File: src/rtl/sprite_line_renderer_if.sv
// Signal bundle for sprite_line_renderer: attribute writes, scanline control,
// sprite memory read port and the registered pixel result.
interface sprite_line_renderer_if;
   logic        attr_we;
   logic [2:0]  attr_addr;
   logic [31:0] attr_wdata;
   logic        line_start;
   logic [8:0]  line_y;
   logic [8:0]  mem_raddr;
   logic [31:0] mem_rdata;
   logic [9:0]  pix_x;
   logic        pix_hit;
   logic [1:0]  pix_color;
   logic [1:0]  pix_pal;
   logic        busy;
   logic        overflow;

   modport master (
      output attr_we, attr_addr, attr_wdata, line_start, line_y, mem_rdata, pix_x,
      input  mem_raddr, pix_hit, pix_color, pix_pal, busy, overflow
   );

   modport slave (
      input  attr_we, attr_addr, attr_wdata, line_start, line_y, mem_rdata, pix_x,
      output mem_raddr, pix_hit, pix_color, pix_pal, busy, overflow
   );
endinterface

File: src/rtl/sprite_line_renderer.sv
// Scanline sprite engine: during hblank it scans the attribute table, fetches the
// row data of visible sprites into a pending slot set, then shows the active set.
module sprite_line_renderer #(
   parameter int MAX_SLOTS   = 4,
   parameter int NUM_SPRITES = 8
) (
   input logic                   clk,
   input logic                   reset,
   sprite_line_renderer_if.slave bus
);
   localparam int SEL_W  = (NUM_SPRITES > 1) ? $clog2(NUM_SPRITES) : 1;
   localparam int IDX_W  = $clog2(NUM_SPRITES + 1);
   localparam int CNT_W  = $clog2(MAX_SLOTS + 1);
   localparam int SLOT_W = (MAX_SLOTS > 1) ? $clog2(MAX_SLOTS) : 1;

   typedef enum logic [1:0] {
      IDLE    = 2'd0,
      EVAL    = 2'd1,
      READ    = 2'd2,
      CAPTURE = 2'd3
   } state_t;

   // attribute table
   logic [9:0]  attr_x_r     [NUM_SPRITES];
   logic [8:0]  attr_y_r     [NUM_SPRITES];
   logic [4:0]  attr_tile_r  [NUM_SPRITES];
   logic [1:0]  attr_pal_r   [NUM_SPRITES];
   logic        attr_hflip_r [NUM_SPRITES];
   logic        attr_en_r    [NUM_SPRITES];

   // pending and active slot sets
   logic        pend_valid_r [MAX_SLOTS];
   logic [9:0]  pend_x_r     [MAX_SLOTS];
   logic [1:0]  pend_pal_r   [MAX_SLOTS];
   logic        pend_hflip_r [MAX_SLOTS];
   logic [31:0] pend_data_r  [MAX_SLOTS];
   logic        act_valid_r  [MAX_SLOTS];
   logic [9:0]  act_x_r      [MAX_SLOTS];
   logic [1:0]  act_pal_r    [MAX_SLOTS];
   logic        act_hflip_r  [MAX_SLOTS];
   logic [31:0] act_data_r   [MAX_SLOTS];
   logic [CNT_W-1:0] pend_cnt_r;
   logic        pend_ovf_r;
   logic        overflow_r;

   state_t            state_r;
   state_t            state_next_s;
   logic [IDX_W-1:0]  idx_r;
   logic [IDX_W-1:0]  idx_next_s;
   logic [8:0]        line_y_r;
   logic [8:0]        mem_raddr_r;
   logic              busy_r;
   logic              raddr_load_s;
   logic              capture_s;
   logic              ovf_set_s;

   logic [SEL_W-1:0]  cur_s;
   logic              idx_valid_s;
   logic [8:0]        row_s;
   logic              hit_s;
   logic              slot_free_s;
   logic [SLOT_W-1:0] slot_s;

   logic [9:0]  dx_s     [MAX_SLOTS];
   logic [3:0]  p_s      [MAX_SLOTS];
   logic [1:0]  col_s    [MAX_SLOTS];
   logic        opaque_s [MAX_SLOTS];
   logic        hit_nx_s;
   logic [1:0]  color_nx_s;
   logic [1:0]  pal_nx_s;
   logic        pix_hit_r;
   logic [1:0]  pix_color_r;
   logic [1:0]  pix_pal_r;

   // bits 30:27 of an attribute word carry no field
   logic unused_attr_bits_s;
   assign unused_attr_bits_s = ^bus.attr_wdata[30:27];

   // Attribute enables: cleared by reset, writable in any FSM state
   always_ff @(posedge clk or posedge reset) begin
      if (reset) begin
         for (int k = 0; k < NUM_SPRITES; k++) begin
            attr_en_r[k] <= 1'b0;
         end
      end else if (bus.attr_we) begin
         attr_en_r[bus.attr_addr[SEL_W-1:0]] <= bus.attr_wdata[31];
      end
   end

   // Attribute payload fields; only meaningful once the enable is set
   always_ff @(posedge clk) begin
      if (bus.attr_we) begin
         attr_x_r[bus.attr_addr[SEL_W-1:0]]     <= bus.attr_wdata[9:0];
         attr_y_r[bus.attr_addr[SEL_W-1:0]]     <= bus.attr_wdata[18:10];
         attr_tile_r[bus.attr_addr[SEL_W-1:0]]  <= bus.attr_wdata[23:19];
         attr_pal_r[bus.attr_addr[SEL_W-1:0]]   <= bus.attr_wdata[25:24];
         attr_hflip_r[bus.attr_addr[SEL_W-1:0]] <= bus.attr_wdata[26];
      end
   end

   assign cur_s       = idx_r[SEL_W-1:0];
   assign idx_valid_s = (idx_r < IDX_W'(NUM_SPRITES));
   assign row_s       = line_y_r - attr_y_r[cur_s];
   assign hit_s       = idx_valid_s && attr_en_r[cur_s] && (row_s[8:4] == 5'd0);
   assign slot_free_s = (pend_cnt_r < CNT_W'(MAX_SLOTS));
   assign slot_s      = pend_cnt_r[SLOT_W-1:0];

   // FSM state register
   always_ff @(posedge clk or posedge reset) begin
      if (reset) begin
         state_r <= IDLE;
      end else begin
         state_r <= state_next_s;
      end
   end

   // FSM next state and control strobes; line_start restarts from any state
   always_comb begin
      state_next_s = state_r;
      idx_next_s   = idx_r;
      raddr_load_s = 1'b0;
      capture_s    = 1'b0;
      ovf_set_s    = 1'b0;
      if (bus.line_start) begin
         state_next_s = EVAL;
         idx_next_s   = {IDX_W{1'b0}};
      end else begin
         case (state_r)
            IDLE: begin
               state_next_s = IDLE;
            end
            EVAL: begin
               // one extra EVAL cycle with the index past the table ends the pass
               if (!idx_valid_s) begin
                  state_next_s = IDLE;
               end else if (hit_s && slot_free_s) begin
                  raddr_load_s = 1'b1;
                  state_next_s = READ;
               end else begin
                  ovf_set_s  = hit_s;
                  idx_next_s = idx_r + IDX_W'(1'b1);
               end
            end
            READ: begin
               state_next_s = CAPTURE;
            end
            CAPTURE: begin
               capture_s    = 1'b1;
               idx_next_s   = idx_r + IDX_W'(1'b1);
               state_next_s = EVAL;
            end
            default: begin
               state_next_s = IDLE;
            end
         endcase
      end
   end

   // Scan index, sampled scanline, memory address and busy flag
   always_ff @(posedge clk or posedge reset) begin
      if (reset) begin
         idx_r       <= {IDX_W{1'b0}};
         line_y_r    <= 9'd0;
         mem_raddr_r <= 9'd0;
         busy_r      <= 1'b0;
      end else begin
         idx_r  <= idx_next_s;
         busy_r <= (state_next_s != IDLE);
         if (bus.line_start) begin
            line_y_r <= bus.line_y;
         end
         if (raddr_load_s) begin
            mem_raddr_r <= {attr_tile_r[cur_s], row_s[3:0]};
         end
      end
   end

   // Slot sets: swap on line_start, otherwise fill pending in sprite order
   always_ff @(posedge clk or posedge reset) begin
      if (reset) begin
         pend_cnt_r <= {CNT_W{1'b0}};
         pend_ovf_r <= 1'b0;
         overflow_r <= 1'b0;
         for (int k = 0; k < MAX_SLOTS; k++) begin
            pend_valid_r[k] <= 1'b0;
            pend_x_r[k]     <= 10'd0;
            pend_pal_r[k]   <= 2'd0;
            pend_hflip_r[k] <= 1'b0;
            pend_data_r[k]  <= 32'd0;
            act_valid_r[k]  <= 1'b0;
            act_x_r[k]      <= 10'd0;
            act_pal_r[k]    <= 2'd0;
            act_hflip_r[k]  <= 1'b0;
            act_data_r[k]   <= 32'd0;
         end
      end else if (bus.line_start) begin
         pend_cnt_r <= {CNT_W{1'b0}};
         pend_ovf_r <= 1'b0;
         overflow_r <= pend_ovf_r;
         for (int k = 0; k < MAX_SLOTS; k++) begin
            act_valid_r[k]  <= pend_valid_r[k];
            act_x_r[k]      <= pend_x_r[k];
            act_pal_r[k]    <= pend_pal_r[k];
            act_hflip_r[k]  <= pend_hflip_r[k];
            act_data_r[k]   <= pend_data_r[k];
            pend_valid_r[k] <= 1'b0;
         end
      end else begin
         if (ovf_set_s) begin
            pend_ovf_r <= 1'b1;
         end
         if (capture_s) begin
            pend_valid_r[slot_s] <= 1'b1;
            pend_x_r[slot_s]     <= attr_x_r[cur_s];
            pend_pal_r[slot_s]   <= attr_pal_r[cur_s];
            pend_hflip_r[slot_s] <= attr_hflip_r[cur_s];
            pend_data_r[slot_s]  <= bus.mem_rdata;
            pend_cnt_r           <= pend_cnt_r + CNT_W'(1'b1);
         end
      end
   end

   // Per-slot pixel lookup; column offset wraps modulo 1024
   always_comb begin
      for (int k = 0; k < MAX_SLOTS; k++) begin
         dx_s[k]     = bus.pix_x - act_x_r[k];
         p_s[k]      = act_hflip_r[k] ? ~dx_s[k][3:0] : dx_s[k][3:0];
         col_s[k]    = act_data_r[k][{p_s[k], 1'b0} +: 2];
         opaque_s[k] = act_valid_r[k] && (dx_s[k][9:4] == 6'd0) && (col_s[k] != 2'd0);
      end
   end

   // Priority select: walking downwards lets the lowest opaque slot win
   always_comb begin
      hit_nx_s   = 1'b0;
      color_nx_s = 2'd0;
      pal_nx_s   = 2'd0;
      for (int k = MAX_SLOTS - 1; k >= 0; k--) begin
         hit_nx_s   = opaque_s[k] ? 1'b1         : hit_nx_s;
         color_nx_s = opaque_s[k] ? col_s[k]     : color_nx_s;
         pal_nx_s   = opaque_s[k] ? act_pal_r[k] : pal_nx_s;
      end
   end

   // Registered pixel outputs
   always_ff @(posedge clk or posedge reset) begin
      if (reset) begin
         pix_hit_r   <= 1'b0;
         pix_color_r <= 2'd0;
         pix_pal_r   <= 2'd0;
      end else begin
         pix_hit_r   <= hit_nx_s;
         pix_color_r <= color_nx_s;
         pix_pal_r   <= pal_nx_s;
      end
   end

   assign bus.mem_raddr = mem_raddr_r;
   assign bus.busy      = busy_r;
   assign bus.overflow  = overflow_r;
   assign bus.pix_hit   = pix_hit_r;
   assign bus.pix_color = pix_color_r;
   assign bus.pix_pal   = pix_pal_r;
endmodule
File: src/flat_wrapper.sv
// flat-port wrapper written by rule: the top's interface ports become plain ports
module sprite_line_renderer_flat 
#(
   parameter int MAX_SLOTS   = 4,
   parameter int NUM_SPRITES = 8
)
  (clk, reset, bus_attr_we, bus_attr_addr, bus_attr_wdata, bus_line_start, bus_line_y, bus_mem_rdata, bus_pix_x, bus_mem_raddr, bus_pix_hit, bus_pix_color, bus_pix_pal, bus_busy, bus_overflow);
  sprite_line_renderer_if bus_i ();
  input logic clk;
  input logic reset;
  input wire logic [$bits(bus_i.attr_we)-1:0] bus_attr_we;
  input wire logic [$bits(bus_i.attr_addr)-1:0] bus_attr_addr;
  input wire logic [$bits(bus_i.attr_wdata)-1:0] bus_attr_wdata;
  input wire logic [$bits(bus_i.line_start)-1:0] bus_line_start;
  input wire logic [$bits(bus_i.line_y)-1:0] bus_line_y;
  input wire logic [$bits(bus_i.mem_rdata)-1:0] bus_mem_rdata;
  input wire logic [$bits(bus_i.pix_x)-1:0] bus_pix_x;
  output wire logic [$bits(bus_i.mem_raddr)-1:0] bus_mem_raddr;
  output wire logic [$bits(bus_i.pix_hit)-1:0] bus_pix_hit;
  output wire logic [$bits(bus_i.pix_color)-1:0] bus_pix_color;
  output wire logic [$bits(bus_i.pix_pal)-1:0] bus_pix_pal;
  output wire logic [$bits(bus_i.busy)-1:0] bus_busy;
  output wire logic [$bits(bus_i.overflow)-1:0] bus_overflow;
  assign bus_i.attr_we = bus_attr_we;
  assign bus_i.attr_addr = bus_attr_addr;
  assign bus_i.attr_wdata = bus_attr_wdata;
  assign bus_i.line_start = bus_line_start;
  assign bus_i.line_y = bus_line_y;
  assign bus_i.mem_rdata = bus_mem_rdata;
  assign bus_i.pix_x = bus_pix_x;
  assign bus_mem_raddr = bus_i.mem_raddr;
  assign bus_pix_hit = bus_i.pix_hit;
  assign bus_pix_color = bus_i.pix_color;
  assign bus_pix_pal = bus_i.pix_pal;
  assign bus_busy = bus_i.busy;
  assign bus_overflow = bus_i.overflow;
  sprite_line_renderer #(.MAX_SLOTS(MAX_SLOTS), .NUM_SPRITES(NUM_SPRITES)) u_core (.clk(clk), .reset(reset), .bus(bus_i));
endmodule
File: config.mk
export PLATFORM = sky130hd
export DESIGN_NAME = sprite_line_renderer_flat
export DESIGN_NICKNAME = d
export VERILOG_FILES = /design/src/rtl/sprite_line_renderer_if.sv /design/src/rtl/sprite_line_renderer.sv /design/src/flat_wrapper.sv
export SDC_FILE = /design/constraint.sdc
export NUM_CORES = 1
export LEC_CHECK = 0
export CAP_MARGIN = 20
export CORE_MARGIN = 4
export CORE_UTILIZATION = 60
export DETAILED_ROUTE_END_ITERATION = 8
export PLACE_DENSITY = 0.79
export REMOVE_ABC_BUFFERS = 1
export SLEW_MARGIN = 20
export SYNTH_ARGS = -nofsm -noshare
export SYNTH_HDL_FRONTEND = slang
export SYNTH_SLANG_ARGS = --single-unit
File: constraint.sdc
create_clock -name clk -period 40.1 [get_ports clk]
set_clock_uncertainty 0.2 [all_clocks]
set_input_delay 8.02 -clock clk [delete_from_list [all_inputs] [get_ports clk]]
set_output_delay 8.02 -clock clk [all_outputs]
set_load 0.02 [all_outputs]
# ---- Word-level counts from Yosys, hierarchy flattened
# Memory sizes are Yosys's and may differ from the RTL's. A register that Yosys moved wholly into a read port is not among the register bits.
# Index checks and enable logic that the tools add are counted.
dict set report totals {
  regBits 411
  ram_bits 216
  input_bits 90
  out_inout_bits 16
  wordCells 185
  memories 5
}
# memory depth width read_ports rd_clocked_by_memory_dff wr line_no
set mem_list {}
lappend mem_list {u_core.attr_x_r 8 10 1 0 1 sprite_line_renderer.sv:24} ;# logic [9:0] attr_x_r [NUM_SPRITES];
lappend mem_list {u_core.attr_y_r 8 9 1 0 1 sprite_line_renderer.sv:25} ;# logic [8:0] attr_y_r [NUM_SPRITES];
lappend mem_list {u_core.attr_tile_r 8 5 1 1 1 sprite_line_renderer.sv:26} ;# logic [4:0] attr_tile_r [NUM_SPRITES];
lappend mem_list {u_core.attr_pal_r 8 2 1 0 1 sprite_line_renderer.sv:27} ;# logic [1:0] attr_pal_r [NUM_SPRITES];
lappend mem_list {u_core.attr_hflip_r 8 1 1 0 1 sprite_line_renderer.sv:28} ;# logic attr_hflip_r [NUM_SPRITES];
dict set report classes {
  addsub 7
  order_cmp 7
  eq_ne 5
  n_shift 4
  muxes 60
  bitwise 9
  reduce_logical 29
}
# cell n
set op_table {}
lappend op_table {{bitwise mux 128 bit} 1}
lappend op_table {{indexed part select 32 x 6 -> 2 bit} 4}
lappend op_table {{demux 32 bit (select 2 bit)} 1}
lappend op_table {{bitwise mux 40 bit} 1}
lappend op_table {{subtractor 10 bit} 4}
lappend op_table {{2-to-1 mux 4 bit} 9}
lappend op_table {{2-to-1 mux 32 bit} 1}
lappend op_table {{logical NOT 6 bit} 4}
lappend op_table {{2-to-1 mux 2 bit} 12}
lappend op_table {{2-to-1 mux 1 bit} 22}
lappend op_table {{demux 10 bit (select 2 bit)} 1}
lappend op_table {{bitwise mux 8 bit} 2}
lappend op_table {{inverter 4 bit} 4}
lappend op_table {{nonzero test 2 bit} 7}
lappend op_table {{logical AND 1 bit} 13}
lappend op_table {{2-to-1 mux 10 bit} 1}
lappend op_table {{subtractor 9 bit} 1}
lappend op_table {{>= comparator 4 bit, second input constant} 2}
lappend op_table {{inverter 3 -> 4 bit} 2}
lappend op_table {{one-hot mux 2 bit (4 select lines)} 1}
lappend op_table {{one-hot mux 4 bit (2 select lines)} 1}
lappend op_table {{2-to-1 mux 3 bit} 2}
lappend op_table {{logical NOT 5 bit} 1}
lappend op_table {{adder 4 x 1 -> 4 bit, second input constant} 1}
lappend op_table {{other kinds (22)} 23}

# ---- Longest topological paths before layout
dict set report depth {
  word_depth 13
  depth_mapped 16
  depth_no_buf 13
}

# ---- Worst setup path before layout
# No wires, ideal clock.
dict set report synth_timing {
  path_kind {input-to-reg}
  from {input bus_pix_x[0]}
  to {register u_core.pix_hit_r (netlist: u_core.bus.pix_hit)}
  setup_time_ns 0.138
  arrival_ns 11.218
  required_time_ns 39.762
  setup_slack_ns 28.544
  path_stages 10
  path_buffers 1
  cell_sequence {inv_1 > ha_1 > fa_1 > buf_4 > mux4_2 > mux4_2 > mux2_2 > or2_4 > and2_4 > or4_4}
}
dict set report synth_between {
  elab_chain_len 10
  elab_cells_between_ends 36
  cone_classes {4 x add/sub; 4 x shift; 8 x mux; 4 x bitwise; 16 x reduce/logical}
}
# item line_no
set synth_rtl {}
lappend synth_rtl {{from (decl)} flat_wrapper.sv:17} ;# input wire logic [$bits(bus_i.pix_x)-1:0] bus_pix_x;
lappend synth_rtl {{subtractor 10 bit} sprite_line_renderer.sv:226} ;# dx_s[k] = bus.pix_x - act_x_r[k];
lappend synth_rtl {{inverter 4 bit} sprite_line_renderer.sv:227} ;# p_s[k] = act_hflip_r[k] ? ~dx_s[k][3:0] : dx_s[k][3:0];
lappend synth_rtl {{2-to-1 mux 4 bit} sprite_line_renderer.sv:227}
lappend synth_rtl {{indexed part select 32 x 6 -> 2 bit} sprite_line_renderer.sv:228} ;# col_s[k] = act_data_r[k][{p_s[k], 1'b0} +: 2];
lappend synth_rtl {{nonzero test 2 bit} sprite_line_renderer.sv:229} ;# opaque_s[k] = act_valid_r[k] && (dx_s[k][9:4] == 6'd0) && (col_s[k] != 2'd0);
lappend synth_rtl {{logical AND 1 bit} sprite_line_renderer.sv:229}
lappend synth_rtl {{2-to-1 mux 1 bit (3 in series)} sprite_line_renderer.sv:239} ;# hit_nx_s = opaque_s[k] ? 1'b1 : hit_nx_s;
lappend synth_rtl {{2-to-1 mux 1 bit (*)} sprite_line_renderer.sv:239}
lappend synth_rtl {{net u_core.hit_nx_s} sprite_line_renderer.sv:68} ;# logic hit_nx_s;
lappend synth_rtl {{to (signal assigned)} sprite_line_renderer.sv:252} ;# pix_hit_r <= hit_nx_s;
lappend synth_rtl {{to (decl)} sprite_line_renderer.sv:71} ;# logic pix_hit_r;
# The timed path passes the listed nets; every way through them passes the cells marked *.
# A chain may end at the register's enable or synchronous reset.

# ---- Final worst setup path
dict set report layout_timing {
  from {input bus_pix_x[0]}
  to {register u_core.pix_color_r[1] (netlist: u_core.bus.pix_color[1])}
}
dict set report layout_between {
  elab_chain_len 10
  elab_cells_between_ends 36
  cone_classes {4 x add/sub; 4 x shift; 8 x mux; 4 x bitwise; 16 x reduce/logical}
}
# item line_no
set layout_rtl {}
lappend layout_rtl {{subtractor 10 bit} sprite_line_renderer.sv:226}
lappend layout_rtl {{inverter 4 bit} sprite_line_renderer.sv:227}
lappend layout_rtl {{2-to-1 mux 4 bit} sprite_line_renderer.sv:227}
lappend layout_rtl {{indexed part select 32 x 6 -> 2 bit} sprite_line_renderer.sv:228}
lappend layout_rtl {{nonzero test 2 bit} sprite_line_renderer.sv:229}
lappend layout_rtl {{logical AND 1 bit} sprite_line_renderer.sv:229}
lappend layout_rtl {{2-to-1 mux 2 bit (3 in series)} sprite_line_renderer.sv:240} ;# color_nx_s = opaque_s[k] ? col_s[k] : color_nx_s;
lappend layout_rtl {{2-to-1 mux 2 bit (*)} sprite_line_renderer.sv:240}
lappend layout_rtl {{net u_core.color_nx_s[1]} sprite_line_renderer.sv:69} ;# logic [1:0] color_nx_s;
lappend layout_rtl {{to (signal assigned)} sprite_line_renderer.sv:253} ;# pix_color_r <= color_nx_s;
lappend layout_rtl {{to (decl)} sprite_line_renderer.sv:72} ;# logic [1:0] pix_color_r;
# Marked as above.

==> impl_metrics.csv <==
group,metric,value,unit
worst_setup_path,worst-r2r-setup-slack,34680,ps
routing,routed-via-count,15530,
clock_tree,htree_levels,2,
floorplanning,fp.dieH,220.3,µm
logic_synthesis,yosys_warnings,0,
worst_setup_path,required,40380,ps
sta,tns,0,ps
routing,vias_per_cell,6.079,
clock_tree,clock_sinks,627,
sta,period_share,30.15,%
logic_synthesis,seq_area_frac_synth,62.03,%
worst_setup_path,crit_path_max_fanout,9,
logic_synthesis,synth_xor_area_share,1.550,%
logic_synthesis,synth_edf_count,216,
logic_synthesis,async_flop_share,65.55,%
global_route,grt_pass1_wl,94.03,mm
layout,antennaDiodeCount,0,
placed_design,dpl.hpwl,37.07,mm
sta,max_slew_margin,24.57,%
layout,layout-drive-gt1-share,28.44,%
sta,rsz0062_at_grt,"false",
layout,area_delta_synth_final,13.67,%
power,p_leak,12.93,nW
floorplanning,io-pin-count,106,
logic_synthesis,synth_cells,1805,
routing,firstDrtPassIters,5,
worst_setup_path,cp_slowest_stage_delay,760,ps
sta,fmax,82.72,MHz
routing,wl_met1,23.99,mm
clock_tree,hold_buffers,0,
logic_synthesis,ys_top_cells_by_area,"dfrtp_1 (38%), edfxtp_1 (24%), mux2_2 (13%)",
clock_tree,cts-resized-gates,0,
placed_design,io_buffers,101,
routing,drc_errors,0,
worst_setup_path,reg2reg_to,"u_core.bus.mem_raddr[8]$_DFFE_PP0P_",
power,p_per_area,51.67,nW/µm²
worst_setup_path,path_cells,"clkdlybuf4s50_1 -> inv_1 -> ha_1 -> fa_1 -> xnor2_2 -> mux4_2 -> mux2i_1 -> mux2_2 -> a2111oi_4 -> mux2_2 -> o31ai_1",
clock_tree,clk_pin_slew_worst_paths,60,ps
power,vdd_drop_max,43.56,µV
floorplanning,coreArea,44410,µm²
run,drv_cap,0,
worst_setup_path,end_kind,"flop",
global_route,grt.overflow.total,0,
logic_synthesis,postSynthAreaPerCell,14.98,µm²
logic_synthesis,ys_ff_latch,627,
routing,met2_length,30.28,mm
power,power,1.588,mW
global_route,track_usage,25.15,%
sta,period_needed,12090,ps
worst_hold_path,hold_path.class,"flop to flop",
sta,tightest_slew,1123,ps
logic_synthesis,synth_top_cell_area_share,38.04,%
global_route,antenna_found_initial,2,
worst_setup_path,start_kind,"input pin",
routing,route.met3.wl,3.262,mm
routing,routed.top_layer,"met5",
logic_synthesis,synthSimpleGateAreaFrac,4.419,%
routing,routed_wl,59.31,mm
logic_synthesis,muxShareOfSynthArea,21.80,%
sta,setup_viol,0,
routing,drtIter0Drc,1353,
logic_synthesis,synth_top_family_by_area,"multiplexers",
routing,ant_nets,0,
logic_synthesis,syn_area,27040,µm²
floorplanning,die_area,48520,µm²
sta,maxSlewViolCount,0,
clock_tree,insertion_delay,620,ps
clock_tree,clockBufferDepth,3,
routing,post_drt_wl_per_cell,23.22,µm
worst_setup_path,r2r_start,"u_core.idx_r[1]$_DFFE_PP0P_",
worst_setup_path,reg2reg_depth,13,
logic_synthesis,yosys.area.top_type,"dfrtp_1",
worst_setup_path,slowest_stage,"xnor2_2",
worst_setup_path,path_buf_inv,2,
clock_tree,cts_tree,"built",
floorplanning,dieWidth,220.3,µm
placed_design,place.gp.congestion,0.8885,
clock_tree,cts_made_buffers,60,
worst_hold_path,min_path_cells,2,
logic_synthesis,synthFlopType,"dfrtp_1",
clock_tree,postCtsSetupRepairBufs,0,
layout,finalCoreUtilization,69.20,%
logic_synthesis,synth-adder-area-share,2.638,%
worst_setup_path,cpMostUsedCell,"mux2_2",
run_status,status,"finished, final reports clean",
worst_setup_path,cp.arrival,12360,ps
floorplanning,rows,77,
clock_tree,cts_root_buf,"clkbuf_16",
worst_setup_path,path_class,"input pin to flop",
global_route,grt_pass1_vias,16730,
layout,finish.net_count,2054,
worst_setup_path,critical_path.top_delay_family,"multiplexers",
logic_synthesis,synth_compound_area_share,5.516,%
worst_hold_path,holdPathEnd,"u_core.pend_pal_r[6]$_DFFE_PP0P_",
sta,hold_violations,0,
global_route,grt_start_max_net_pins,135,
floorplanning,start_util,60.88,%
worst_hold_path,min-delay-start,"u_core.pend_pal_r[6]$_DFFE_PP0P_",
logic_synthesis,synth_cell_types,72,
per-stage QoR:
step	setup slack, ps	instances	cell area, µm²	hold slack (ps)
2_1_floorplan	20440	1724	26710	244.4
3_3_place_gp	27450	2440	28690	255.7
3_5_place_dp	27410	2440	28690	265.0
4_1_cts	28070	2554	30740	279.8
5_1_grt	27900	2554	30740	294.0
6_report	28010	2554	30740	277.3
synthesized netlist by cell type, types with 3 or more instances:
master / instances
dfrtp_1: 411
mux2_2: 315
edfxtp_1: 216
o21ai_0: 137
nand2_1: 117
mux4_2: 86
inv_1: 60
clkbuf_1: 58
ha_1: 49
mux2i_1: 41
nor2_1: 38
a21oi_1: 36
xnor2_1: 29
buf_1: 17
nor3_1: 16
nand2b_1: 14
nor2b_1: 12
xor2_1: 12
a21o_1: 8
a31oi_1: 8
nand3_1: 8
o21a_1: 8
nand3b_1: 7
or2_2: 7
o2111ai_1: 6
a211oi_1: 5
fa_1: 5
a21boi_0: 4
and3b_1: 4
a221o_1: 3
nand4_1: 3
nand4b_1: 3
nor3b_1: 3
o311ai_0: 3
o31ai_1: 3
placed cells by master, fill, tap and decap left out, types with 8 or more instances in the layout:
master	instances
a21o_1	8
a21oi_1	36
a31oi_1	8
buf_4	23
bufinv_16	8
clkbuf_1	11
clkbuf_16	60
clkdlybuf4s50_1	100
clkinv_2	14
clkinvlp_4	8
dfrtp_1	409
edfxtp_1	216
ha_1	49
inv_1	59
mux2_2	315
mux2i_1	41
mux4_2	86
nand2_1	113
nand2b_1	14
nand3_1	8
nor2_1	32
nor2b_1	12
nor3_1	14
o21a_1	8
o21ai_0	137
xnor2_1	28
xor2_1	12
cell type report:
class                   instances  area [µm²]
multi-input cells            1037        9756
repair buffers                124        1187
inverters                      60       232.7
clock buffers                  74        1584
fillers                      2902       13680
flip-flops and latches        627       16780
clock inverters                40       459.2
well taps                     592       740.7
logic make-up (layout without fill, tap and decap cells):
logic type | count (synthesis) | after routing
DFF | 627 | 627
muxes | 442 | 442
and+or+nand+nor | 249 | 249
AOI/OAI and AO/OA | 248 | 248
buffers and inverters | 141 | 298
adders and majority gates | 54 | 54
xor gates and xnor gates | 44 | 44
worst max-delay path by stage:
stage	to	cells after the start	slack, ps	from
2_1_floorplan	u_core.act_data_r[0]$_DFFE_PP0P_	1	20440	reset
3_3_place_gp	u_core.bus.pix_hit$_DFF_PP0_	10	27450	bus_pix_x[0]
3_5_place_dp	u_core.bus.pix_hit$_DFF_PP0_	10	27410	bus_pix_x[0]
4_1_cts	u_core.bus.pix_hit$_DFF_PP0_	10	28070	bus_pix_x[0]
5_1_grt	u_core.bus.pix_color[1]$_DFF_PP0_	10	27900	bus_pix_x[1]
6_report	u_core.bus.pix_color[1]$_DFF_PP0_	11	28010	bus_pix_x[0]
worst reg2reg max path: cells and delay by family (launching register included):
kind | cells | cell delay [ps]
XOR/XNOR | 1 | 330
adder cells (fa/ha/maj) | 1 | 300
buffers and inverters | 1 | 600
multiplexers | 3 | 1100
flip-flops | 1 | 750
AO/OA/AOI/OAI | 4 | 1140
AND/OR/NAND/NOR | 3 | 880
where the power goes:
group / internal [mW] / switching (mW)
Sequential: 0.704 / 0.0289
Clock: 0.335 / 0.246
Combinational: 0.129 / 0.145
Total: 1.17 / 0.420
per-layer routing:
| layer | vias to the layer above | global-route usage (%) |
|---|---|---|
| met1 | 8043 | 33.28 |
| met5 | - | 0 |
| met2 | 449 | 43.32 |
| li1 | 6909 | - |
| met4 | 4 | 7.829 |
| met3 | 120 | 4.106 |
flip-flops by register name (all words and copies together) (netlist names), 2 cells and up:
name	cells
u_core.act_data_r	128
u_core.attr_tile_r	40
u_core.attr_pal_r	16
u_core.bus.pix_color	2
u_core.attr_hflip_r	8
u_core.pend_x_r	40
u_core.pend_valid_r	4
u_core.attr_x_r	80
u_core.pend_hflip_r	4
u_core.act_pal_r	8
u_core.act_x_r	40
u_core.bus.pix_pal	2
u_core.act_hflip_r	4
u_core.attr_en_r	8
u_core.line_y_r	9
u_core.pend_cnt_r	3
u_core.state_r	2
u_core.act_valid_r	4
u_core.attr_y_r	72
u_core.pend_data_r	128
u_core.bus.mem_raddr	9
u_core.pend_pal_r	8
u_core.idx_r	4
No activity file was read; power rests on OpenSTA's default activity.
